--- src/rtl/rpn_seq_ctrl_if.sv ---
// Command, stack-memory and ALU signal bundle for the RPN sequencer.
// The slave side is the controller; the master side is the environment (issuer, memory, ALU).
interface rpn_seq_ctrl_if #(
  parameter int AW = 4
);
  logic          cmd_valid;
  logic          cmd_ready;
  logic [2:0]    cmd_op;
  logic [7:0]    cmd_data;
  logic [AW-1:0] mem_addr;
  logic          mem_we;
  logic [7:0]    mem_wdata;
  logic [7:0]    mem_rdata;
  logic [7:0]    alu_a;
  logic [7:0]    alu_b;
  logic [1:0]    alu_op;
  logic [7:0]    alu_result;
  logic [AW:0]   sp;
  logic          done;
  logic          err;
  logic [1:0]    err_code;

  modport master (
    output cmd_valid, cmd_op, cmd_data, mem_rdata, alu_result,
    input  cmd_ready, mem_addr, mem_we, mem_wdata, alu_a, alu_b, alu_op,
           sp, done, err, err_code
  );

  modport slave (
    input  cmd_valid, cmd_op, cmd_data, mem_rdata, alu_result,
    output cmd_ready, mem_addr, mem_we, mem_wdata, alu_a, alu_b, alu_op,
           sp, done, err, err_code
  );
endinterface

--- src/rtl/rpn_seq_ctrl.sv ---
// RPN stack sequencer: one command at a time, operands read from an external registered-read
// stack memory, result written back through one WRITE cycle; done/err pulse for one cycle.
module rpn_seq_ctrl #(
  parameter int DEPTH = 16,
  parameter int AW    = 4
) (
  input  logic          clk,
  input  logic          reset,
  rpn_seq_ctrl_if.slave bus
);
  typedef enum logic [2:0] {IDLE, RD1, RD2, RD3, WRITE, DONE, ERR} state_t;

  localparam logic [2:0]  OP_NOP   = 3'b000;
  localparam logic [2:0]  OP_PUSH  = 3'b001;
  localparam logic [2:0]  OP_POP   = 3'b010;
  localparam logic [2:0]  OP_DUP   = 3'b011;
  localparam logic [1:0]  CODE_UND = 2'b01;
  localparam logic [1:0]  CODE_OVF = 2'b10;
  localparam logic [AW:0] SP_FULL  = (AW+1)'(DEPTH);

  state_t        state, state_nxt;
  logic [2:0]    op_q;
  logic [7:0]    data_q;
  logic [7:0]    reg_a, reg_b;
  logic [AW:0]   sp_q;
  logic [1:0]    code_q, code_nxt;
  logic          accept;
  logic          grows;
  logic [AW-1:0] sp_lo, sp_m1, sp_m2;

  assign accept = bus.cmd_valid && (state == IDLE);
  assign grows  = (op_q == OP_PUSH) || (op_q == OP_DUP);
  // DEPTH is a power of two, so modulo-AW address arithmetic maps sp=DEPTH to DEPTH-1 correctly.
  assign sp_lo  = sp_q[AW-1:0];
  assign sp_m1  = sp_lo - AW'(1);
  assign sp_m2  = sp_lo - AW'(2);

  always_comb begin
    state_nxt = state;
    code_nxt  = code_q;
    unique case (state)
      IDLE: begin
        if (accept) begin
          unique case (bus.cmd_op)
            OP_NOP: state_nxt = DONE;
            OP_POP: begin
              if (sp_q >= 1) state_nxt = DONE;
              else begin state_nxt = ERR; code_nxt = CODE_UND; end
            end
            OP_PUSH: begin
              if (sp_q < SP_FULL) state_nxt = WRITE;
              else begin state_nxt = ERR; code_nxt = CODE_OVF; end
            end
            OP_DUP: begin
              if (sp_q == 0) begin state_nxt = ERR; code_nxt = CODE_UND; end
              else if (sp_q == SP_FULL) begin state_nxt = ERR; code_nxt = CODE_OVF; end
              else state_nxt = RD1;
            end
            default: begin
              if (sp_q >= 2) state_nxt = RD1;
              else begin state_nxt = ERR; code_nxt = CODE_UND; end
            end
          endcase
        end
      end
      RD1:     state_nxt = RD2;
      RD2:     state_nxt = (op_q == OP_DUP) ? WRITE : RD3;
      RD3:     state_nxt = WRITE;
      WRITE:   state_nxt = DONE;
      DONE:    state_nxt = IDLE;
      ERR:     state_nxt = IDLE;
      default: state_nxt = IDLE;
    endcase
  end

  always_comb begin
    bus.mem_addr  = '0;
    bus.mem_wdata = 8'h00;
    unique case (state)
      RD1: bus.mem_addr = sp_m1;
      RD2: if (op_q != OP_DUP) bus.mem_addr = sp_m2;
      WRITE: begin
        bus.mem_addr  = grows ? sp_lo : sp_m2;
        bus.mem_wdata = (op_q == OP_PUSH) ? data_q :
                        (op_q == OP_DUP)  ? reg_b  : bus.alu_result;
      end
      default: ;
    endcase
  end

  // Gating with reset keeps an aborted command from writing or signalling in the reset cycle.
  assign bus.mem_we    = (state == WRITE) && !reset;
  assign bus.done      = (state == DONE) && !reset;
  assign bus.err       = (state == ERR) && !reset;
  assign bus.err_code  = bus.err ? code_q : 2'b00;
  assign bus.cmd_ready = (state == IDLE);
  assign bus.alu_a     = reg_a;
  assign bus.alu_b     = reg_b;
  assign bus.alu_op    = op_q[1:0];
  assign bus.sp        = sp_q;

  always_ff @(posedge clk) begin
    if (reset) begin
      state  <= IDLE;
      sp_q   <= '0;
      reg_a  <= 8'h00;
      reg_b  <= 8'h00;
      op_q   <= OP_NOP;
      data_q <= 8'h00;
      code_q <= 2'b00;
    end else begin
      state  <= state_nxt;
      code_q <= code_nxt;
      if (accept) begin
        op_q   <= bus.cmd_op;
        data_q <= bus.cmd_data;
      end
      if (accept && (bus.cmd_op == OP_POP) && (sp_q != 0)) sp_q <= sp_q - 1'b1;
      if (state == RD2) reg_b <= bus.mem_rdata;
      if (state == RD3) reg_a <= bus.mem_rdata;
      if (state == WRITE) sp_q <= grows ? sp_q + 1'b1 : sp_q - 1'b1;
    end
  end
endmodule

--- src/flat_wrapper.sv ---
// flat-port wrapper written by rule: the top's interface ports become plain ports
module rpn_seq_ctrl_flat 
#(
  parameter int DEPTH = 16,
  parameter int AW    = 4
)
  (clk, reset, bus_cmd_valid, bus_cmd_op, bus_cmd_data, bus_mem_rdata, bus_alu_result, bus_cmd_ready, bus_mem_addr, bus_mem_we, bus_mem_wdata, bus_alu_a, bus_alu_b, bus_alu_op, bus_sp, bus_done, bus_err, bus_err_code);
  rpn_seq_ctrl_if #(.AW(AW)) bus_i ();
  input  logic clk;
  input  logic reset;
  input wire logic [$bits(bus_i.cmd_valid)-1:0] bus_cmd_valid;
  input wire logic [$bits(bus_i.cmd_op)-1:0] bus_cmd_op;
  input wire logic [$bits(bus_i.cmd_data)-1:0] bus_cmd_data;
  input wire logic [$bits(bus_i.mem_rdata)-1:0] bus_mem_rdata;
  input wire logic [$bits(bus_i.alu_result)-1:0] bus_alu_result;
  output wire logic [$bits(bus_i.cmd_ready)-1:0] bus_cmd_ready;
  output wire logic [$bits(bus_i.mem_addr)-1:0] bus_mem_addr;
  output wire logic [$bits(bus_i.mem_we)-1:0] bus_mem_we;
  output wire logic [$bits(bus_i.mem_wdata)-1:0] bus_mem_wdata;
  output wire logic [$bits(bus_i.alu_a)-1:0] bus_alu_a;
  output wire logic [$bits(bus_i.alu_b)-1:0] bus_alu_b;
  output wire logic [$bits(bus_i.alu_op)-1:0] bus_alu_op;
  output wire logic [$bits(bus_i.sp)-1:0] bus_sp;
  output wire logic [$bits(bus_i.done)-1:0] bus_done;
  output wire logic [$bits(bus_i.err)-1:0] bus_err;
  output wire logic [$bits(bus_i.err_code)-1:0] bus_err_code;
  assign bus_i.cmd_valid = bus_cmd_valid;
  assign bus_i.cmd_op = bus_cmd_op;
  assign bus_i.cmd_data = bus_cmd_data;
  assign bus_i.mem_rdata = bus_mem_rdata;
  assign bus_i.alu_result = bus_alu_result;
  assign bus_cmd_ready = bus_i.cmd_ready;
  assign bus_mem_addr = bus_i.mem_addr;
  assign bus_mem_we = bus_i.mem_we;
  assign bus_mem_wdata = bus_i.mem_wdata;
  assign bus_alu_a = bus_i.alu_a;
  assign bus_alu_b = bus_i.alu_b;
  assign bus_alu_op = bus_i.alu_op;
  assign bus_sp = bus_i.sp;
  assign bus_done = bus_i.done;
  assign bus_err = bus_i.err;
  assign bus_err_code = bus_i.err_code;
  rpn_seq_ctrl #(.DEPTH(DEPTH), .AW(AW)) u_core (.clk(clk), .reset(reset), .bus(bus_i));
endmodule
--- config.mk ---
export PLATFORM = sky130hd
export DESIGN_NAME = rpn_seq_ctrl_flat
export DESIGN_NICKNAME = d
export VERILOG_FILES = /design/src/rtl/rpn_seq_ctrl_if.sv /design/src/rtl/rpn_seq_ctrl.sv /design/src/flat_wrapper.sv
export SDC_FILE = /design/constraint.sdc
export NUM_CORES = 1
export LEC_CHECK = 0
export ABC_AREA = 0
export BUFFER_PORTS_ARGS = -buffer_cell sky130_fd_sc_hd__buf_4
export CORE_MARGIN = 2
export CORE_UTILIZATION = 50
export CTS_CLUSTER_SIZE = 12
export DETAILED_ROUTE_END_ITERATION = 6
export PLACE_DENSITY = 0.91
export SLEW_MARGIN = 20
export SYNTH_ARGS = -nofsm -noshare
export SYNTH_HDL_FRONTEND = slang
export SYNTH_SLANG_ARGS = --single-unit
export TNS_END_PERCENT = 1
--- constraint.sdc ---
create_clock -name clk -period 2.6 [get_ports clk]
set_input_delay 0.52 -clock clk [delete_from_list [all_inputs] [get_ports clk]]
set_output_delay 0.52 -clock clk [all_outputs]
set_load 0.01 [all_outputs]
# == Word level (Yosys, flattened, before mapping) ==
# Index checks and enable logic that the tools add are counted.
# totals
word_cells,72
ram_bits,0
latchBits,0
romBits,0
n_memories,0
ff_bits,37
# op_classes
muxes,25
n_addsub,4
n_bitwise,1
div,0
n_reduce_logical,14
shifts,0
n_mul,0
n_eq_ne,18
n_lt_le_gt_ge,3
# ops
op,count
8-bit 2-to-1 mux,3
2-bit 2-to-1 mux,8
3-bit by 2-bit equality test with 1-bit output (second input constant),5
3-bit 2-to-1 mux,5
5-bit 2-to-1 mux,3
3-bit one-hot mux with 5 select lines,1
3-bit one-hot mux with 4 select lines,1
4-bit one-hot mux with 3 select lines,1
3-bit by 1-bit equality test with 1-bit output (second input constant),3
3-bit equality test (second input constant),3
4-bit 2-to-1 mux,2
2-bit one-hot mux with 4 select lines,1
7-bit AND reduction,1
1-bit logical AND,6
3-bit zero test,2
5-bit by 1-bit adder with 5-bit output (second input constant),1
5-bit equality test (second input constant),1
5-bit by 1-bit >= comparator with 1-bit output (second input constant),1
5-bit by 2-bit >= comparator with 1-bit output (second input constant),1
5-bit zero test,1
5-bit less-than comparator (second input constant),1
5-bit nonzero test,1
5-bit by 1-bit subtractor with 5-bit output (second input constant),1
2-bit != test (second input constant),2
10 further kinds,10

# == Longest topological paths before layout ==
# Gate-level depths: netlist (run 1).
# logic_depth
word_depth,6
depth_mapped,8
depth_no_buf,7

# == Worst setup path before layout (run 1) ==
# Ideal clock, no wire load.
# synth_path
kind,register -> register
start,"reg u_core.sp_q[1], in the netlist u_core.bus.sp[1]"
end,reg u_core.code_q[0]
slack_ns,0.402
required_time_ns,2.484
stages_incl_launch_ff,8
period_less_slack_ns,2.198
setup_ns,0.116
path_buffers,0
arrival_time_ns,2.082
cell_sequence,dfxtp_1 -> inv_1 -> ha_1 -> or3b_4 -> o41ai_2 -> nand3_1 -> or3_1 -> and3b_1
# synth_between
elab_chain_cells,3
elab_cells_between_ends,12
# synth_rtl
item,line,rtl
start: declaration,rpn_seq_ctrl.sv:25,logic [AW:0] sp_q;
start signal: assignment,rpn_seq_ctrl.sv:118,if (accept && (bus.cmd_op == OP_POP) && (sp_q != 0)) sp_q <= sp_q - 1'b1;
start signal: assignment,rpn_seq_ctrl.sv:121,if (state == WRITE) sp_q <= grows ? sp_q + 1'b1 : sp_q - 1'b1;
5-bit by 2-bit >= comparator with 1-bit output (tied with other cells),rpn_seq_ctrl.sv:60,if (sp_q >= 2) state_nxt = RD1;
4-bit != test (no source line) (tied with other cells),n/a,
7-bit AND reduction (no source line) / 2-bit one-hot mux with 4 select lines (equally long branches),n/a,
end signal: assignment,rpn_seq_ctrl.sv:113,code_q <= code_nxt;
end: declaration,rpn_seq_ctrl.sv:26,"logic [1:0] code_q, code_nxt;"
# Parallel ways exist; a longest one is shown, timed or not.
# A chain may end at the register's enable or synchronous reset.

# == Worst setup path in the final report (run 1) ==
# layout_path
start,reg u_core.state[0]
end,out bus_mem_wdata[2]
# layout_between
elab_chain_cells,2
# layout_rtl
item,line,rtl
start: declaration,rpn_seq_ctrl.sv:21,"state_t state, state_nxt;"
start signal: assignment,rpn_seq_ctrl.sv:112,state <= state_nxt;
3-bit equality test,rpn_seq_ctrl.sv:79,unique case (state)
8-bit 2-to-1 mux,rpn_seq_ctrl.sv:79,
end: declaration,flat_wrapper.sv:19,output wire logic [$bits(bus_i.mem_wdata)-1:0] bus_mem_wdata;
# No other way between the ends.

==> results.sh, run 1 <==
export IMPL_outcome="finished, final reports clean"
export IMPL_io_buffers=70
export IMPL_cap_violations=0
export IMPL_p_leak_nw=1.26
export IMPL_crit_arrival_ns=2.01
export IMPL_cts_root_buf="clkbuf_8"
export IMPL_htreeDepth=2
export IMPL_tightestPinTransition_ns=0.585
export IMPL_core_area_sq_mm=0.00406
export IMPL_slew_headroom=0.609
export IMPL_rows=23
export IMPL_fmax_ghz=0.396
export IMPL_start_util=0.528
export IMPL_stdcell_count=392
export IMPL_finalHoldViolCount=0
export IMPL_dp_cells=384
export IMPL_yosysSeqAreaShare=0.346
export IMPL_synth_avg_cell_area_sq_um=7.90
export IMPL_dieArea_sq_mm=0.00482
export IMPL_ys_ff_latch=37
export IMPL_end_kind="output pin"
export IMPL_rr_worst_depth=7
export IMPL_grt_pass1_wl_mm=10.0
export IMPL_gr_total_overflow=0
export IMPL_nets=378
export IMPL_grt_pass1_vias=2086
export IMPL_dieHeight_um=69.5
export IMPL_grt_usage=0.252
export IMPL_placed_area_sq_mm=0.00272
export IMPL_drc=0
export IMPL_synth_cell_types=45
export IMPL_synthesis_area_sq_mm=0.00214
export IMPL_drive_above_1_share=0.295
export IMPL_hold_path_depth=2
export IMPL_rsz0062_at_grt="true"
export IMPL_hpwl_mm=4.38
export IMPL_ys_warn_count=0
export IMPL_first_pass_iters=6
export IMPL_diodes=0
export IMPL_post_route_min_period_ns=2.53
export IMPL_cts_tree="yes"
export IMPL_area_delta_synth_final_pct=32.7
export IMPL_cts_setup_buffers=0
export IMPL_design_area_sq_mm=0.00284
export IMPL_worst_setup_path_type="flop to output pin"
export IMPL_cp_max_fo=9
export IMPL_cts_buffer_depth=2
export IMPL_power_density_mw_per_mm2=993
export IMPL_regToRegStartpoint="u_core.bus.sp[1]$_SDFFE_PP0P_"
export IMPL_cts_sinks=37
export IMPL_skew_ns=0.00345
export IMPL_wl_per_cell_um=15.3
export IMPL_required_ns=2.08
export IMPL_ios=71
export IMPL_cp_common_cell="buf_4"
export IMPL_slew_violations=0
export IMPL_clkTransAtPathRegs_ns=0.08
export IMPL_cp_slowest_stage_delay_ns=0.49
export IMPL_dieWidth_um=69.5
export IMPL_vias=2269
export IMPL_postLayoutCoreUtil=0.701
export IMPL_vias_per_cell=5.79
export IMPL_synth_fp_nets=308
export IMPL_fill_cells=322
export IMPL_clkLatencyLatePin_ns=0.29
export IMPL_final_common_cell="buf_4"
export IMPL_finalSetupViolCount=0
export IMPL_wl_mm=5.98
export IMPL_netlist_instances=271
export IMPL_antenna_found_initial=0
export IMPL_finalWeightedCongestion=0.889
export IMPL_cp_slowest_cell="or3b_2"
export IMPL_path_cells="buf_4 -> or3b_2 -> buf_4 -> a211oi_1 -> buf_4"
export IMPL_fin_crit_sh=0.972
export IMPL_peakVddDrop_mv=0.590
export IMPL_cts_buffers=5
export IMPL_drtAntennaViolNets=0
export IMPL_final_cell_mix="buf_4, nand2_1, dfxtp_1"
export IMPL_first_iter_violations=162
export IMPL_grt_start_max_net_pins=39
export IMPL_hold_start="u_core.data_q[5]$_SDFFE_PP0P_"
export IMPL_worstSetupStartpointType="flop"
export IMPL_worstReg2RegEnd="u_core.code_q[0]$_SDFFE_PP0P_"
export IMPL_ff2ff_setup_slack_ns=0.24
export IMPL_min_to="u_core.data_q[5]$_SDFFE_PP0P_"
export IMPL_min_path_type="flop to flop"
==> logic make-up (layout without fill, tap and decap cells) <==
family                     Yosys count  in the layout  synth area share
adders and majority gates            7              7            0.0409
buffers and inverters               25             96            0.0555
xor gates and xnor gates             4              4            0.0164
AOI/OAI and AO/OA                   65             65             0.189
and+or+nand+nor                    115            115             0.268
DFF                                 37             37             0.346
muxes                               18             18            0.0841
==> layer usage <==
layer  up-vias  global-route usage  wire length, um
li1       1090                   -                -
met1      1056               0.314             2480
met2       104               0.438             2920
met3        19              0.0407              428
met4         0              0.0871              155
met5         -                   0                0
==> Yosys cell counts, drive strengths merged <==
cell type	instances	area [sq um]
dfxtp	37	741
clkbuf	10	37.5
a211oi	9	67.6
nor3	5	25.0
nand4	2	12.5
and2	3	18.8
or3b	3	28.8
o32a	1	10.0
nand2b	1	6.26
o41ai	1	16.3
a21oi	32	160
ha	7	87.6
nand3	4	20.0
a31oi	2	18.8
o211ai	1	7.51
nor2	26	100
nor3b	3	22.5
inv	7	26.3
nand2	48	180
or4bb	1	11.3
o21bai	1	7.51
or4	1	7.51
xnor2	4	35.0
nor4	3	18.8
o221ai	3	26.3
buf	8	55.1
and3b	1	8.76
nor4b	1	15.0
nor2b	6	37.5
a21o	2	15.0
a211o	1	8.76
or2	2	12.5
and2b	1	8.76
o21ai	10	50.1
o311ai	1	8.76
mux2i	18	180
or3	2	12.5
or4b	2	27.5
a22o	1	8.76
==> flip-flops by register name, indices dropped and copies added (netlist names) <==
register,count
u_core.code_q,2
u_core.state,3
u_core.op_q,3
u_core.bus.alu_b,8
u_core.data_q,8
u_core.bus.alu_a,8
u_core.bus.sp,5
==> metrics by stage <==
stage	hold slack [ns]	power, W	setup TNS, ns	worst slack (ns)
floorplan	0.436	0.00176	0	0.402
global placement	0.441	0.00224	0	0.362
detailed placement	0.446	0.00228	0	0.265
CTS	0.456	0.00281	0	0.0210
global route	0.471	0.00301	-0.00773	-0.00773
finish	0.456	0.00282	0	0.0730
==> power breakdown <==
group | switching, W | internal (W) | total, W
clock network | 0.000212 | 0.000312 | 0.000524
logic | 0.000799 | 0.000680 | 0.00148
registers | 0.000131 | 0.000687 | 0.000818
==> worst max path at each step <==
stage,from,end,slack [ns]
2_1_floorplan,u_core.bus.sp[1]$_SDFFE_PP0P_,u_core.code_q[0]$_SDFFE_PP0P_,0.40
3_3_place_gp,u_core.bus.sp[1]$_SDFFE_PP0P_,u_core.code_q[0]$_SDFFE_PP0P_,0.36
3_5_place_dp,u_core.bus.sp[1]$_SDFFE_PP0P_,u_core.code_q[0]$_SDFFE_PP0P_,0.26
4_1_cts,u_core.state[0]$_SDFFE_PP0P_,bus_mem_addr[3],0.02
5_1_grt,u_core.state[1]$_SDFFE_PP0P_,bus_mem_addr[2],-0.008
6_report,u_core.state[0]$_SDFFE_PP0P_,bus_mem_wdata[2],0.07
==> timing repair <==
action / in CTS / in global routing
setup endpoints to repair: 0 / 2
hold buffers: 0 / 0
gates resized for setup: 0 / 1
==> area by class of cell <==
cell class	count	area, sq um	share of cell area
multi-input combinational	209	1280	0.452
timing repair buffer	81	608	0.214
clock inverter	2	37.5	0.0132
sequential	37	741	0.261
clock buffer	6	82.6	0.0290
inverter	7	26.3	0.00924
tap	50	62.6	0.0220
==> critical path: cells and delay by family, from the launching register on <==
kind            cells  cell delay, ns
flops               1            0.40
compound gates      1            0.24
simple gates        1            0.49
buf+inv             3            0.58
No activity file was read; power rests on OpenSTA's default activity.
==> run 2, diff against run 1 <==
==> constraint.sdc (replaced) <==
create_clock -name clk -period 2.6 [get_ports clk]
set_input_delay 0 -clock clk [delete_from_list [all_inputs] [get_ports clk]]
set_output_delay 0 -clock clk [all_outputs]
set_load 0.01 [all_outputs]
==> results.sh, run 2 (synthesized netlist as in run 1, its figures left out) <==
export IMPL_finalSetupTns_ns=0
export IMPL_crit_arrival_ns=2.54
export IMPL_grt_pass1_vias=2293
export IMPL_skew_ns=0.00791
export IMPL_slew_headroom=0.614
export IMPL_worstSetupStartpointType="flop"
export IMPL_grt_usage=0.274
export IMPL_cap_violations=0
export IMPL_hold_path_depth=3
export IMPL_tightestPinTransition_ns=0.577
export IMPL_worstPathBufferInverterCount=1
export IMPL_power_w=0.00279
export IMPL_path_cells="inv_1 -> ha_1 -> or3b_4 -> o41ai_2 -> nand3_1 -> or3_1 -> and3b_1"
export IMPL_dieArea_sq_mm=0.00482
export IMPL_io_buffers=70
export IMPL_cts_buffer_depth=2
export IMPL_cts_tree="yes"
export IMPL_first_iter_violations=194
export IMPL_drtAntennaViolNets=0
export IMPL_clkLatencyLatePin_ns=0.29
export IMPL_final_cell_mix="buf_4, nand2_1, dfxtp_1"
export IMPL_cts_buffers=5
export IMPL_cts_sinks=37
export IMPL_fill_cells=321
export IMPL_rsz0062_at_grt="false"
export IMPL_cp_startpoint="u_core.bus.sp[1]$_SDFFE_PP0P_"
export IMPL_end_kind="flop"
export IMPL_slew_violations=0
export IMPL_finalWeightedCongestion=0.870
export IMPL_endpoint="u_core.code_q[0]$_SDFFE_PP0P_"
export IMPL_vias=2322
export IMPL_drc=0
export IMPL_htreeDepth=2
export IMPL_fmax_ghz=0.424
export IMPL_worstReg2RegEnd="u_core.code_q[0]$_SDFFE_PP0P_"
export IMPL_drive_above_1_share=0.270
export IMPL_cp_slowest_stage_delay_ns=0.42
export IMPL_worst_setup_path_type="flop to flop"
export IMPL_ff2ff_setup_slack_ns=0.24
export IMPL_fin_crit_sh=0.906
export IMPL_area_delta_synth_final_pct=39.0
export IMPL_finalSetupViolCount=0
export IMPL_gr_total_overflow=0
export IMPL_first_pass_iters=5
export IMPL_dieHeight_um=69.5
export IMPL_nets=391
export IMPL_dieWidth_um=69.5
export IMPL_peakVddDrop_mv=0.467
export IMPL_start_util=0.528
export IMPL_fin_ws_ns=0.243
export IMPL_ios=71
export IMPL_rr_worst_depth=7
export IMPL_outcome="finished, final reports clean"
export IMPL_core_area_sq_mm=0.00406
export IMPL_cp_max_fo=8
export IMPL_p_leak_nw=1.30
export IMPL_cp_slowest_cell="or3b_4"
export IMPL_wl_per_cell_um=16.2
export IMPL_clkTransAtPathRegs_ns=0.07
export IMPL_min_path_type="input port to flop"
export IMPL_cts_root_buf="clkbuf_8"
export IMPL_grt_start_max_net_pins=39
export IMPL_dp_slack_ns=0.279
export IMPL_required_ns=2.79
export IMPL_finalHoldViolCount=0
export IMPL_crit_cells=7
export IMPL_postLayoutCoreUtil=0.734
export IMPL_cts_resized=0
export IMPL_grt_pass1_wl_mm=10.8
export IMPL_wl_mm=6.57
export IMPL_hpwl_mm=4.23
export IMPL_rows=23
export IMPL_regToRegStartpoint="u_core.bus.sp[1]$_SDFFE_PP0P_"
export IMPL_post_route_min_period_ns=2.36
export IMPL_cp_top_family="simple AND/OR/NAND/NOR gates"
export IMPL_diodes=0
export IMPL_power_density_mw_per_mm2=936
export IMPL_antenna_found_initial=0
export IMPL_vias_per_cell=5.73
export IMPL_final_common_cell="buf_4"
run 2: changes by cell type in the layout (fill, tap and decap cells not counted), sizes merged:
cell,delta
clkbuf,-1
clkinv,+1
dlygate4sd3,+18
buf,-5
run 2: final cells by class:
type / count / area, sq um / area share
inverters: 7 / 26.3 / 0.00882
flip-flops and latches: 37 / 741 / 0.249
repair buffers: 94 / 751 / 0.252
well taps: 50 / 62.6 / 0.0210
clock buffers: 5 / 68.8 / 0.0231
multi-input cells: 209 / 1280 / 0.431
clock inverters: 3 / 46.3 / 0.0155
run 2: worst register-to-register path: stages, from the launching register on:
cell and delay (ns):
dfxtp_1 0.38, inv_1 0.15, ha_1 0.23, or3b_4 0.42
o41ai_2 0.30, nand3_1 0.18, or3_1 0.41, and3b_1 0.19
run 2: worst min path at each step:
stage	end	slack (ns)	start
6_report	u_core.op_q[2]$_SDFFE_PP0P_	0.01	bus_cmd_op[2]
3_5_place_dp	u_core.bus.alu_a[7]$_SDFFE_PP0N_	0.25	bus_mem_rdata[7]
5_1_grt	u_core.op_q[2]$_SDFFE_PP0P_	0.02	bus_cmd_op[2]
4_1_cts	u_core.op_q[2]$_SDFFE_PP0P_	0.007	bus_cmd_op[2]
3_3_place_gp	u_core.bus.alu_a[4]$_SDFFE_PP0N_	0.24	bus_mem_rdata[4]
2_1_floorplan	u_core.data_q[0]$_SDFFE_PP0P_	0.14	bus_cmd_data[0]
run 2: metrics by stage:
step | std cells | instance area, sq um | hold WS [ns]
finish | 405 | 2980 | 0.0107
detailed placement | 379 | 2680 | 0.254
CTS | 405 | 2980 | 0.00739
floorplan | 271 | 2140 | 0.136
global placement | 379 | 2680 | 0.245
global route | 405 | 2980 | 0.0224
run 2: layer usage:
metal,up-vias,part of all wire,GRT usage
met5,-,0,0
met4,0,0.026,0.118
met3,20,0.064,0.0552
met2,111,0.52,0.487
met1,1077,0.39,0.316
li1,1114,-,-
run 2: where the power goes:
| part | total (W) | switching [W] | internal [W] |
|---|---|---|---|
| Clock | 0.000503 | 0.000216 | 0.000287 |
| Combinational | 0.00142 | 0.000753 | 0.000668 |
| Sequential | 0.000863 | 0.000176 | 0.000687 |
run 2: repair_timing:
action                                  in CTS  in global routing
endpoints found under the hold margin       24                  0
endpoints found under the setup margin       0                  0
buffers inserted                             0                  0
hold buffers                                18                  0
==> run 3, diff against run 2 <==
--- a/config.mk
+++ b/config.mk
@@ -7,6 +7,7 @@
 export LEC_CHECK = 0
 export ABC_AREA = 0
 export BUFFER_PORTS_ARGS = -buffer_cell sky130_fd_sc_hd__buf_4
+export CORE_ASPECT_RATIO = 0.9
 export CORE_MARGIN = 2
 export CORE_UTILIZATION = 50
 export CTS_CLUSTER_SIZE = 12
==> results.sh, run 3 (synthesized netlist as in run 1, its figures left out) <==
export IMPL_final_common_cell="buf_4"
export IMPL_wl_per_cell_um=15.5
export IMPL_cts_root_buf="clkbuf_8"
export IMPL_dieWidth_um=73.0
export IMPL_antenna_found_initial=0
export IMPL_cts_buffer_depth=2
export IMPL_required_ns=2.77
export IMPL_grt_pass1_wl_mm=9.70
export IMPL_grt_usage=0.263
export IMPL_fin_crit_sh=0.907
export IMPL_finalHoldViolCount=0
export IMPL_ios=71
export IMPL_worstSetupStartpointType="flop"
export IMPL_first_pass_iters=5
export IMPL_dieArea_sq_mm=0.00482
export IMPL_min_path_type="input port to flop"
export IMPL_vias=2293
export IMPL_cp_max_fo=8
export IMPL_diodes=0
export IMPL_start_util=0.522
export IMPL_drive_above_1_share=0.272
export IMPL_rsz0062_at_grt="false"
export IMPL_end_kind="flop"
export IMPL_p_leak_nw=1.28
export IMPL_power_density_mw_per_mm2=909
export IMPL_core_area_sq_mm=0.00410
export IMPL_wl_mm=6.21
export IMPL_clkLatencyLatePin_ns=0.28
export IMPL_crit_arrival_ns=2.53
export IMPL_gr_total_overflow=0
export IMPL_tightestPinTransition_ns=0.636
export IMPL_drc=0
export IMPL_cts_setup_buffers=0
export IMPL_stdcell_count=401
export IMPL_peakVddDrop_mv=0.468
export IMPL_clkTransAtPathRegs_ns=0.07
export IMPL_first_iter_violations=273
export IMPL_hpwl_mm=4.15
export IMPL_grt_pass1_vias=2017
export IMPL_dieHeight_um=66.1
export IMPL_rows=22
export IMPL_drtAntennaViolNets=0
export IMPL_worst_setup_path_type="flop to flop"
export IMPL_finalWeightedCongestion=0.846
export IMPL_finalSetupTns_ns=0
export IMPL_skew_ns=0.00552
export IMPL_cts_tree="yes"
export IMPL_fmax_ghz=0.424
export IMPL_slew_violations=0
export IMPL_ff2ff_setup_slack_ns=0.24
export IMPL_cts_sinks=37
export IMPL_finalSetupViolCount=0
export IMPL_area_delta_synth_final_pct=36.6
export IMPL_cap_violations=0
export IMPL_grt_start_max_net_pins=39
export IMPL_nets=389
export IMPL_vias_per_cell=5.72
export IMPL_fill_cells=335
export IMPL_io_buffers=70
export IMPL_final_cell_mix="buf_4, nand2_1, dfxtp_1"
export IMPL_slew_headroom=0.575
export IMPL_htreeDepth=2
export IMPL_cts_buffers=5
export IMPL_dp_cells=377
export IMPL_outcome="finished, final reports clean"
export IMPL_post_route_min_period_ns=2.36
-- run 3: cell count changes in the layout (fill, tap and decap cells not counted) --
cell | before | now
bufinv_16 | 1 | 0
clkinv_2 | 0 | 2
clkinv_4 | 1 | 0
dlygate4sd3_1 | 18 | 16
-- run 3: metrics by stage --
step	utilization	power, W	worst slack [ns]	hold WS [ns]	cell area (sq um)
finish	0.714	0.00266	0.243	0.0134	2930
global route	0.714	0.00284	0.107	0.0101	2930
CTS	0.714	0.00264	0.242	0.00236	2930
detailed placement	0.653	0.00223	0.265	0.251	2680
global placement	0.653	0.00220	0.342	0.246	2680
floorplan	-	0.00176	0.402	0.136	2140
-- run 3: cell type report --
type | instances | area [sq um] | share of cell area
Inverter | 7 | 26.3 | 0.00898
Clock buffer | 5 | 68.8 | 0.0235
Tap cell | 48 | 60.1 | 0.0205
Sequential cell | 37 | 741 | 0.253
Timing Repair Buffer | 92 | 731 | 0.250
Clock inverter | 3 | 17.5 | 0.00599
Multi-Input combinational cell | 209 | 1280 | 0.438
-- run 3: what timing repair did --
item / CTS / global route
endpoints found under the hold margin: 22 / 0
resized for setup: 0 / 0
hold buffers: 16 / 0
-- run 3: critical path: stages, from the launching register on --
cell and delay, ns:
dfxtp_1 0.38, inv_1 0.16, ha_1 0.24, or3b_4 0.42
o41ai_2 0.28, nand3_1 0.17, or3_1 0.41, and3b_1 0.19
-- run 3: power by group --
| group | internal (W) | switching, W |
|---|---|---|
| logic | 0.000669 | 0.000766 |
| clock network | 0.000185 | 0.000200 |
| registers | 0.000687 | 0.000152 |
| total | 0.00154 | 0.00112 |
-- run 3: final timing paths --
| kind | start | end | cells past startpoint |
|---|---|---|---|
| max | u_core.bus.sp[1]$_SDFFE_PP0P_ | u_core.code_q[0]$_SDFFE_PP0P_ | 7 |
| max reg2reg | u_core.bus.sp[1]$_SDFFE_PP0P_ | u_core.code_q[0]$_SDFFE_PP0P_ | 7 |
| min | bus_cmd_op[1] | u_core.op_q[1]$_SDFFE_PP0P_ | 3 |
| min reg2reg | u_core.data_q[4]$_SDFFE_PP0P_ | u_core.data_q[4]$_SDFFE_PP0P_ | 2 |
-- run 3: layer usage --
metal | up-vias | wire [um] | track usage
met1 | 1054 | 2560 | 0.340
li1 | 1105 | - | -
met2 | 117 | 3040 | 0.438
met3 | 17 | 460 | 0.0518
met4 | 0 | 144 | 0.0833
met5 | - | 0 | 0
